## src/rtl/train_sequencer_if.sv

```systemverilog
// train_sequencer_if
//   Bundles the load, run-control, network-handshake and sample-output
//   signals of train_sequencer. Clock and reset stay outside as plain ports.
//
//   Signals (direction seen from the sequencer, the slave side):
//     load_valid_i / load_data_i / load_ready_o : sample write handshake
//     clear_i, start_i, abort_i, epochs_i       : run control
//     net_done_i                                 : per-sample completion
//     x_o, target_o, init_o                      : sample presented to the network
//     busy_o, done_o, epoch_o, sample_idx_o      : run status
//
//   master : the block driving samples/control (testbench or host)
//   slave  : train_sequencer
interface train_sequencer_if #(
  parameter int DEPTH   = 4,
  parameter int EPOCH_W = 8
);
  localparam int IDX_W = $clog2(DEPTH);

  logic               load_valid_i;
  logic [7:0]         load_data_i;
  logic               load_ready_o;
  logic               clear_i;
  logic               start_i;
  logic               abort_i;
  logic [EPOCH_W-1:0] epochs_i;
  logic               net_done_i;
  logic [3:0]         x_o;
  logic [3:0]         target_o;
  logic               init_o;
  logic               busy_o;
  logic               done_o;
  logic [EPOCH_W-1:0] epoch_o;
  logic [IDX_W-1:0]   sample_idx_o;

  modport master (
    output load_valid_i, load_data_i, clear_i, start_i, abort_i, epochs_i, net_done_i,
    input  load_ready_o, x_o, target_o, init_o, busy_o, done_o, epoch_o, sample_idx_o
  );

  modport slave (
    input  load_valid_i, load_data_i, clear_i, start_i, abort_i, epochs_i, net_done_i,
    output load_ready_o, x_o, target_o, init_o, busy_o, done_o, epoch_o, sample_idx_o
  );
endinterface

```

## src/rtl/train_sequencer.sv

```systemverilog
// train_sequencer
//   Buffers up to DEPTH training samples ({target[3:0], x[3:0]}) and replays
//   them one per network iteration: each sample is presented on x_o/target_o
//   together with a one-cycle init_o pulse, then held until net_done_i. The
//   whole set is repeated for the number of epochs latched at start, after
//   which done_o is raised.
//
//   Ports:
//     clk_i  : clock
//     rst_i  : synchronous, active-low reset (discards run and buffer)
//     bus    : train_sequencer_if.slave (load handshake, run control,
//              network handshake, sample outputs and status)
//
//   Optional feature: define SHUFFLE_EN to rotate the presentation order by
//   one slot per epoch, ord(i) = (i + epoch[IDX_W-1:0]) mod cnt. Without it
//   samples are always presented in load order.
module train_sequencer #(
  parameter int DEPTH   = 4,
  parameter int EPOCH_W = 8
) (
  input  logic             clk_i,
  input  logic             rst_i,
  train_sequencer_if.slave bus
);
  localparam int IDX_W = $clog2(DEPTH);
  localparam int CNT_W = IDX_W + 1;

  typedef enum logic [2:0] {IDLE, ISSUE, WAIT, NEXT, DONE} state_t;

  state_t             state, state_nxt;
  logic [7:0]         mem [DEPTH];
  logic [CNT_W-1:0]   cnt, cnt_nxt;
  logic [IDX_W-1:0]   i, i_nxt, ord_nxt;
  logic [EPOCH_W-1:0] epoch, epoch_nxt, e_lat, e_nxt;
  logic [3:0]         x_val, target_val;
  logic [IDX_W-1:0]   idx_val;
  logic               init_pulse, issue, wr_en, load_ready;
  logic               last_sample, last_epoch;

  // Epoch counter never passes the programmed count, even at E = 2^EPOCH_W-1.
  function automatic logic [EPOCH_W-1:0] sat_inc(input logic [EPOCH_W-1:0] v,
                                                 input logic [EPOCH_W-1:0] lim);
    return (v >= lim) ? lim : v + EPOCH_W'(1);
  endfunction

`ifdef SHUFFLE_EN
  function automatic logic [IDX_W-1:0] rotate(input logic [IDX_W-1:0] idx,
                                              input logic [IDX_W-1:0] rot,
                                              input logic [CNT_W-1:0] n);
    logic [CNT_W-1:0] sum;
    sum = CNT_W'(idx) + CNT_W'(rot);
    if (n == '0) return '0;
    return IDX_W'(sum % n);
  endfunction

  assign ord_nxt = rotate(i_nxt, epoch_nxt[IDX_W-1:0], cnt);
`else
  assign ord_nxt = i_nxt;
`endif

  assign load_ready  = (state == IDLE) && (cnt < CNT_W'(DEPTH));
  assign wr_en       = bus.load_valid_i && load_ready && !bus.clear_i && !bus.abort_i;
  assign last_sample = (CNT_W'(i) + CNT_W'(1)) == cnt;
  // Compared one bit wider so E = all-ones cannot wrap.
  assign last_epoch  = ((EPOCH_W+1)'(epoch) + (EPOCH_W+1)'(1)) == (EPOCH_W+1)'(e_lat);

  always_comb begin
    state_nxt = state;
    cnt_nxt   = cnt;
    i_nxt     = i;
    epoch_nxt = epoch;
    e_nxt     = e_lat;
    issue     = 1'b0;
    if (wr_en) cnt_nxt = cnt + CNT_W'(1);
    if (bus.abort_i) begin
      state_nxt = IDLE;
    end else begin
      case (state)
        IDLE, DONE: begin
          if (bus.clear_i) begin
            cnt_nxt   = '0;
            state_nxt = IDLE;
          end else if (bus.start_i && (cnt != '0) && (bus.epochs_i != '0)) begin
            e_nxt     = bus.epochs_i;
            epoch_nxt = '0;
            i_nxt     = '0;
            state_nxt = ISSUE;
            issue     = 1'b1;
          end
        end
        ISSUE: state_nxt = WAIT;
        WAIT:  if (bus.net_done_i) state_nxt = NEXT;
        NEXT: begin
          if (last_sample) begin
            i_nxt     = '0;
            epoch_nxt = sat_inc(epoch, e_lat);
            if (last_epoch) begin
              state_nxt = DONE;
            end else begin
              state_nxt = ISSUE;
              issue     = 1'b1;
            end
          end else begin
            i_nxt     = i + IDX_W'(1);
            state_nxt = ISSUE;
            issue     = 1'b1;
          end
        end
        default: state_nxt = IDLE;
      endcase
    end
  end

  // Sample outputs and init_o are loaded on the edge that enters ISSUE, so
  // they are valid in the same cycle the state machine sees init.
  always_ff @(posedge clk_i) begin
    if (!rst_i) begin
      state      <= IDLE;
      cnt        <= '0;
      i          <= '0;
      epoch      <= '0;
      e_lat      <= '0;
      init_pulse <= 1'b0;
      x_val      <= '0;
      target_val <= '0;
      idx_val    <= '0;
    end else begin
      state      <= state_nxt;
      cnt        <= cnt_nxt;
      i          <= i_nxt;
      epoch      <= epoch_nxt;
      e_lat      <= e_nxt;
      init_pulse <= issue;
      if (bus.abort_i) begin
        x_val      <= '0;
        target_val <= '0;
      end else if (issue) begin
        x_val      <= mem[ord_nxt][3:0];
        target_val <= mem[ord_nxt][7:4];
        idx_val    <= ord_nxt;
      end
    end
  end

  always_ff @(posedge clk_i) begin
    if (wr_en) mem[cnt[IDX_W-1:0]] <= bus.load_data_i;
  end

  assign bus.load_ready_o = load_ready;
  assign bus.busy_o       = (state == ISSUE) || (state == WAIT) || (state == NEXT);
  assign bus.done_o       = (state == DONE);
  assign bus.init_o       = init_pulse;
  assign bus.x_o          = x_val;
  assign bus.target_o     = target_val;
  assign bus.epoch_o      = epoch;
  assign bus.sample_idx_o = idx_val;
endmodule
```

## src/flat_wrapper.sv

```systemverilog
// flat-port wrapper written by rule: the top's interface ports become plain ports
module train_sequencer_flat 
#(
  parameter int DEPTH   = 4,
  parameter int EPOCH_W = 8
)
  (clk_i, rst_i, bus_load_valid_i, bus_load_data_i, bus_clear_i, bus_start_i, bus_abort_i, bus_epochs_i, bus_net_done_i, bus_load_ready_o, bus_x_o, bus_target_o, bus_init_o, bus_busy_o, bus_done_o, bus_epoch_o, bus_sample_idx_o);
  train_sequencer_if #(.DEPTH(DEPTH), .EPOCH_W(EPOCH_W)) bus_i ();
  input  logic clk_i;
  input  logic rst_i;
  input wire logic [$bits(bus_i.load_valid_i)-1:0] bus_load_valid_i;
  input wire logic [$bits(bus_i.load_data_i)-1:0] bus_load_data_i;
  input wire logic [$bits(bus_i.clear_i)-1:0] bus_clear_i;
  input wire logic [$bits(bus_i.start_i)-1:0] bus_start_i;
  input wire logic [$bits(bus_i.abort_i)-1:0] bus_abort_i;
  input wire logic [$bits(bus_i.epochs_i)-1:0] bus_epochs_i;
  input wire logic [$bits(bus_i.net_done_i)-1:0] bus_net_done_i;
  output wire logic [$bits(bus_i.load_ready_o)-1:0] bus_load_ready_o;
  output wire logic [$bits(bus_i.x_o)-1:0] bus_x_o;
  output wire logic [$bits(bus_i.target_o)-1:0] bus_target_o;
  output wire logic [$bits(bus_i.init_o)-1:0] bus_init_o;
  output wire logic [$bits(bus_i.busy_o)-1:0] bus_busy_o;
  output wire logic [$bits(bus_i.done_o)-1:0] bus_done_o;
  output wire logic [$bits(bus_i.epoch_o)-1:0] bus_epoch_o;
  output wire logic [$bits(bus_i.sample_idx_o)-1:0] bus_sample_idx_o;
  assign bus_i.load_valid_i = bus_load_valid_i;
  assign bus_i.load_data_i = bus_load_data_i;
  assign bus_i.clear_i = bus_clear_i;
  assign bus_i.start_i = bus_start_i;
  assign bus_i.abort_i = bus_abort_i;
  assign bus_i.epochs_i = bus_epochs_i;
  assign bus_i.net_done_i = bus_net_done_i;
  assign bus_load_ready_o = bus_i.load_ready_o;
  assign bus_x_o = bus_i.x_o;
  assign bus_target_o = bus_i.target_o;
  assign bus_init_o = bus_i.init_o;
  assign bus_busy_o = bus_i.busy_o;
  assign bus_done_o = bus_i.done_o;
  assign bus_epoch_o = bus_i.epoch_o;
  assign bus_sample_idx_o = bus_i.sample_idx_o;
  train_sequencer #(.DEPTH(DEPTH), .EPOCH_W(EPOCH_W)) u_core (.clk_i(clk_i), .rst_i(rst_i), .bus(bus_i));
endmodule
```

## config.mk

```make
export PLATFORM = sky130hd
export DESIGN_NAME = train_sequencer_flat
export DESIGN_NICKNAME = d
export VERILOG_FILES = /design/src/rtl/train_sequencer_if.sv /design/src/rtl/train_sequencer.sv /design/src/flat_wrapper.sv
export SDC_FILE = /design/constraint.sdc
export NUM_CORES = 1
export LEC_CHECK = 0
export CAP_MARGIN = 20
export CORE_MARGIN = 2
export CORE_UTILIZATION = 40
export DETAILED_ROUTE_END_ITERATION = 12
export GPL_ROUTABILITY_DRIVEN = 0
export GPL_TIMING_DRIVEN = 0
export SLEW_MARGIN = 0
export SYNTH_ARGS = -nofsm -noshare
export SYNTH_HDL_FRONTEND = slang
export SYNTH_SLANG_ARGS = --single-unit
```

## constraint.sdc

```tcl
create_clock -name clk_i -period 2.44 [get_ports clk_i]
set_clock_uncertainty 0.15 [all_clocks]
set_input_delay 0.488 -clock clk_i [delete_from_list [all_inputs] [get_ports clk_i]]
set_output_delay 0.488 -clock clk_i [all_outputs]
set_load 0.1 [all_outputs]
```

Word level (Yosys, flattened, before mapping)
Memories as Yosys holds them, arrays and structs flattened. A register that Yosys moved wholly into a read port is not among the register bits.
Cells that the tools add are included.
{"block": "totals", "memories": 1, "regBits": 27, "word_cells": 77, "in_bits": 23, "out_inout_bits": 22, "ramBits": 32}
{"block": "op_classes", "n_reduce_logical": 20, "n_mux": 28, "magnitude_cmp": 2, "n_bitwise": 3, "addsub": 5, "n_eq_ne": 11}
{"memory": "u_core.mem", "depth": 4, "width": 8, "read_ports": 1, "rd_clocked_by_memory_dff": 1, "wr": 1, "line_no": "train_sequencer.sv:31", "source": "logic [7:0] mem [DEPTH];"}
{"operator": "$mux 8", "n": 4}
{"operator": "$mux 3", "n": 9}
{"operator": "$pmux 8 s2", "n": 1}
{"operator": "$pmux 3 s4", "n": 1}
{"operator": "$add 8x1->9 const B", "n": 1}
{"operator": "$eq 9x8->1", "n": 1}
{"operator": "$add 8x1->8 const B", "n": 1}
{"operator": "$ge 8x8->1", "n": 1}
{"operator": "$mux 2", "n": 4}
{"operator": "$reduce_bool 8->1", "n": 1}
{"operator": "$mux 1", "n": 7}
{"operator": "$eq 3x2->1 const B", "n": 2}
{"operator": "$logic_and 1x1->1", "n": 6}
{"operator": "$reduce_and 5->1", "n": 1}
{"operator": "$ne 2x1->1 const B", "n": 2}
{"operator": "$ne 2x2->1 const B", "n": 2}
{"operator": "$pmux 2 s2", "n": 1}
{"operator": "$reduce_and 2->1", "n": 2}
{"operator": "$reduce_and 4->1", "n": 1}
{"operator": "$reduce_or 2->1", "n": 2}
{"operator": "$add 2x1->3 const B", "n": 1}
{"operator": "$add 3x1->3 const B", "n": 1}
{"operator": "$eq 3x1->1 const B", "n": 1}
{"operator": "$eq 3x3->1", "n": 1}
{"operator": "other kinds (11)", "n": 15}

Longest topological paths before layout
{"block": "logic_depth", "ltp_word": 9, "ltp_mapped": 10, "mapped_depth_nobuf": 9}

Worst setup path after synthesis
Ideal clock, no wire load.
{"block": "synth_timing", "kind": "reg2reg", "start": "register u_core.state[0]", "end": "memory u_core.mem[3][0] (enable)", "path_buffers": 2, "required_ns": 1.954, "path_stages_with_launch": 7, "arrival_ns": 3.647, "setup_time_ns": 0.336, "synth_period_minus_slack_ns": 4.133, "setup_slack_ns": -1.693, "cell_sequence": "dfxtp_1 > or2_1 > buf_6 > nor3_1 > and3_1 > clkbuf_1 > and2_1"}
{"block": "synth_via", "elab_chain_len": 7}
{"item": "start: declaration", "line_no": "train_sequencer.sv:30", "source": "state_t state, state_nxt;"}
{"item": "start signal: assignment", "line_no": "train_sequencer.sv:128", "source": "state <= state_nxt;"}
{"item": "$logic_not 3->1", "line_no": "train_sequencer.sv:61", "source": "assign load_ready = (state == IDLE) && (cnt < CNT_W'(DEPTH));"}
{"item": "$logic_and 1x1->1", "line_no": "train_sequencer.sv:61"}
{"item": "via bus_load_ready_o", "line_no": "flat_wrapper.sv:18", "source": "output wire logic [$bits(bus_i.load_ready_o)-1:0] bus_load_ready_o;"}
{"item": "$logic_and 1x1->1 (3 in series)", "line_no": "train_sequencer.sv:62", "source": "assign wr_en = bus.load_valid_i && load_ready && !bus.clear_i && !bus.abort_i;"}
{"item": "$mux 1", "line_no": "train_sequencer.sv:146", "source": "if (wr_en) mem[cnt[IDX_W-1:0]] <= bus.load_data_i;"}
{"item": "$mux 1 (not written as such)", "line_no": "train_sequencer.sv:146"}
{"item": "end: declaration", "line_no": "train_sequencer.sv:31"}
The timed path passes the listed nets, and every way through them passes these cells.

Worst setup path in the final report
{"block": "layout_timing", "start": "register u_core.state[2]", "end": "register u_core.x_val[1], in the netlist u_core.bus.x_o[1], read port of u_core.mem"}
{"block": "layout_via", "elab_chain_len": 4, "word_cells_on_any_way": 8, "classes_between": "2 x eq/ne; 4 x mux; 2 x reduce/logical"}
{"item": "$eq 3x3->1 / $logic_not 3->1 (equally long branches)", "line_no": "train_sequencer.sv:78", "source": "case (state)"}
{"item": "$reduce_or 2->1", "line_no": "train_sequencer.sv:78"}
{"item": "$pmux 2 s2 / $pmux 1 s2 (equally long branches)", "line_no": "train_sequencer.sv:78"}
{"item": "$mux 2 / $mux 1 (equally long branches)", "line_no": "train_sequencer.sv:75", "source": "if (bus.abort_i) begin"}
{"item": "end: declaration", "line_no": "train_sequencer.sv:35", "source": "logic [3:0] x_val, target_val;"}
Several ways; a longest one is shown, not always the timed one.
A chain may end at the register's enable or synchronous reset.

==> qor.yml <==
status: "complete, no violations"
finalHoldViolCount: 0
drt.antenna.violating_nets: 0
fin_area_sq_um: 4540
hold_path.class: "reg -> reg"
powerDensity_nw_per_um2: 504
fmax_mhz: 419
grt_pass1_vias: 2371
postSynthAreaPerCell_sq_um: 10.7
dieWidth_microns: 94.9
setup_viol: 0
cts_tree: "built"
grt_pass1_wl_microns: 12100
placed_cell_area_sq_um: 3940
async_flop_share_pct: 0
ctsLongestPathBuffers: 2
path_clk_slew_ns: 0.08
clock_power_share_pct: 41.6
grt_overflow: 0
start_kind: "flip-flop"
viasPerCell: 5.19
core.rowCount: 33
min-delay-start: "u_core.state[2]$_SDFFE_PP0P_"
core-area_sq_um: 8130
p_sw_uw: 566
worst_pin_slew_ns: 0.958
io_pins: 45
min_delay_worst_endpoint: "u_core.state[1]$_SDFFE_PP0P_"
r2r_cells: 10
num_vias: 2560
synth_nets: 345
cap_violations: 0
finalCriticalPeriod_ns: 2.38
die_area_sq_um: 9010
drt_wl_total_microns: 7910
gr-usage-all-layers_pct: 18.2
synth_area_sq_um: 3310
area_growth_pct: 37.4
synth_cell_types: 46
slew_violations: 0
r2r_end: "u_core.bus.x_o[1]$_SDFFE_PP0P_"
drt_first_pass_iters: 4
ys.flop_type: "dfxtp_1"
clock-sinks: 67
max_slew_margin_pct: 36.4
rrSetupSlack_ns: 0.06
first_iter_violations: 145
post-route-period-util_pct: 97.7
p_seq_share_pct: 51.4
ir_worst_vdd_mv: 0.245
drive_above_1_share_pct: 25.5
dp_hpwl_microns: 5380
root_buffer: "clkbuf_8"
seq_area_frac_synth_pct: 50.2
start_util_pct: 40.7
fillCellCount: 718
io_buffer_count: 44
synth_cells: 308
worst-path-max-fanout: 7
cts_buffers: 9
reg2reg_from: "u_core.state[2]$_SDFFE_PP0P_"
rsz0062_at_grt: "true"
startpoint: "u_core.state[2]$_SDFFE_PP0P_"
cp.required_ns: 2.58
worst_slack_ns: 0.0555
swShare_pct: 24.7
synth-edff-count: 32
cts-hold-fix-buffers: 0
hold_path_depth: 1
nets: 420
path_class: "reg -> reg"
grt_max_degree: 14
end_kind: "flip-flop"
finish.utilization_pct: 55.9
cts.htree.levels: 3
die_h_microns: 94.9
p_int_mw: 1.72
dpl_worst_slack_ns: -0.588
arrival_ns: 2.52
diodes: 0
p_leak_nw: 1.81
ys_seq_elements: 67
clk_latency_ns: 0.34
p_comb_share_pct: 7.0
ys_warn_count: 0
drc_errors: 0
routedWlPerCell_microns: 16.0
antenna_found_initial: 0
registers in the layout, indices dropped and copies added (netlist names):
signal,flops
u_core.mem,32
u_core.bus.epoch_o,8
u_core.e_lat,8
u_core.bus.target_o,4
u_core.bus.x_o,4
u_core.cnt,3
u_core.state,3
u_core.bus.sample_idx_o,2
u_core.i,2
u_core.bus.init_o,1
power groups by stage:
stage               combinational (mW)  sequential (mW)  clock [mW]
finish                           0.161             1.18       0.952
global route                     0.171             1.18        1.03
CTS                              0.153             1.18       0.966
detailed placement               0.145             1.21           0
global placement                 0.143             1.21           0
floorplan                       0.0741             1.21           0
Yosys cell counts (2+ instances only):
library cell,number,area [sq um]
ha_1,14,175
nand2_1,20,75.1
nor3_1,5,25.0
clkbuf_1,6,22.5
and2_1,7,43.8
a21oi_1,6,30.0
a22o_1,8,70.1
inv_1,21,78.8
nand3_1,15,75.1
nand2b_1,4,25.0
a211oi_1,2,15.0
xnor2_1,10,87.6
nand4_1,2,12.5
a21boi_0,5,37.5
o21ai_0,4,20.0
a2111o_1,2,22.5
o22ai_2,2,25.0
o211ai_1,2,15.0
xor2_1,5,43.8
nor2b_1,2,12.5
dfxtp_1,35,701
a21o_1,2,15.0
mux2i_1,29,290
edfxtp_1,32,961
buf_6,2,22.5
and3_1,6,37.5
o22ai_1,5,31.3
or2_1,2,12.5
nor2_1,16,60.1
nor4_1,4,25.0
a31oi_1,11,68.8
o21ai_1,8,40.0
cells by family after synthesis:
logic type | count (synthesis) | synth area share [%]
simple gates | 87 | 13.4
flops | 67 | 50.2
compound gates | 64 | 13.8
buf+inv | 32 | 4.46
mux | 29 | 8.78
xor+xnor | 15 | 3.97
fa+ha+maj | 14 | 5.30
per-stage QoR:
| stage | total power [mW] | cells | setup TNS, ns | hold WS (ns) |
|---|---|---|---|---|
| after global placement | 1.35 | 457 | -9.52 | 0.314 |
| after floorplan | 1.28 | 308 | -3.44 | 0.315 |
| after global routing | 2.38 | 493 | -0.409 | 0.317 |
| after detailed placement | 1.35 | 457 | -8.95 | 0.319 |
| final | 2.29 | 493 | 0 | 0.306 |
| after CTS | 2.30 | 477 | -0.0539 | 0.332 |
timing repair:
action | in CTS | in global routing
endpoints found under the setup margin | 37 | 13
buffers inserted | 4 | 15
resized for setup | 54 | 36
pin swaps | 5 | 20
cloned | 0 | 1
critical path, cell delays in order, from the launching register on:
cell,delay (ns)
dfxtp_4,0.36
nand3b_1,0.30
buf_4,0.23
nor2_4,0.13
o22ai_2,0.13
a21o_1,0.20
buf_6,0.14
buf_12,0.14
mux2i_1,0.11
mux2i_1,0.26
a22o_1,0.17
worst max-delay path by stage:
stage                                          endpoint  slack [ns]  cells past startpoint
finish                   u_core.bus.x_o[1]$_SDFFE_PP0P_        0.06                     10
floorplan                    u_core.mem[3][0]$_DFFE_PP_       -0.11                      6
global placement         u_core.bus.x_o[3]$_SDFFE_PP0P_       -0.61                      8
CTS                        u_core.state[0]$_SDFFE_PP0P_       -0.05                      7
global route             u_core.bus.x_o[1]$_SDFFE_PP0P_       -0.09                      9
detailed placement  u_core.bus.target_o[3]$_SDFFE_PP0P_       -0.59                      8
cell usage in the layout (no fill, tap or decap), types with 3 or more instances in the layout:
cell / netlist / final
nand3_2: 0 / 3
nor3_4: 1 / 3
mux2i_1: 29 / 28
dlygate4sd2_1: 0 / 19
o21ai_0: 4 / 4
and2_1: 7 / 3
clkbuf_8: 0 / 11
and2_4: 0 / 4
nand2_1: 20 / 19
inv_6: 0 / 3
a31oi_1: 11 / 11
buf_4: 0 / 18
inv_1: 21 / 21
a21oi_1: 6 / 5
xnor2_2: 0 / 3
ha_1: 14 / 11
and3_1: 6 / 5
edfxtp_1: 32 / 32
a22o_1: 8 / 8
nand2b_1: 4 / 4
dfxtp_2: 0 / 6
clkdlybuf4s50_1: 0 / 13
clkbuf_2: 0 / 3
dfxtp_1: 35 / 19
a21boi_0: 5 / 5
dlymetal6s2s_1: 0 / 9
xnor2_1: 10 / 7
dfxtp_4: 0 / 10
nor2_1: 16 / 14
o21ai_1: 8 / 7
o22ai_1: 5 / 5
nand3_1: 15 / 12
xor2_1: 5 / 5
final cells by class:
type                            count  area [sq um]  area share [%]
Buffer                             10          93.8            2.06
Clock buffer                        9           124            2.73
Clock inverter                      7          75.1            1.65
Inverter                           22          82.6            1.82
Multi-Input combinational cell    209          1710            37.7
Sequential cell                    67          1710            37.6
Tap cell                          105           131            2.89
Timing Repair Buffer               64           617            13.6
per-layer routing:
metal	share of wire (%)	global-route usage [%]	routed length (microns)	vias to the layer above
met2	47	28.1	3720	53
met4	1.3	5.07	100	0
li1	-	-	-	1281
met3	3.9	5.75	310	8
met1	48	24.7	3780	1218
met5	0	0	0	-
No activity file was read; power rests on OpenSTA's default activity.
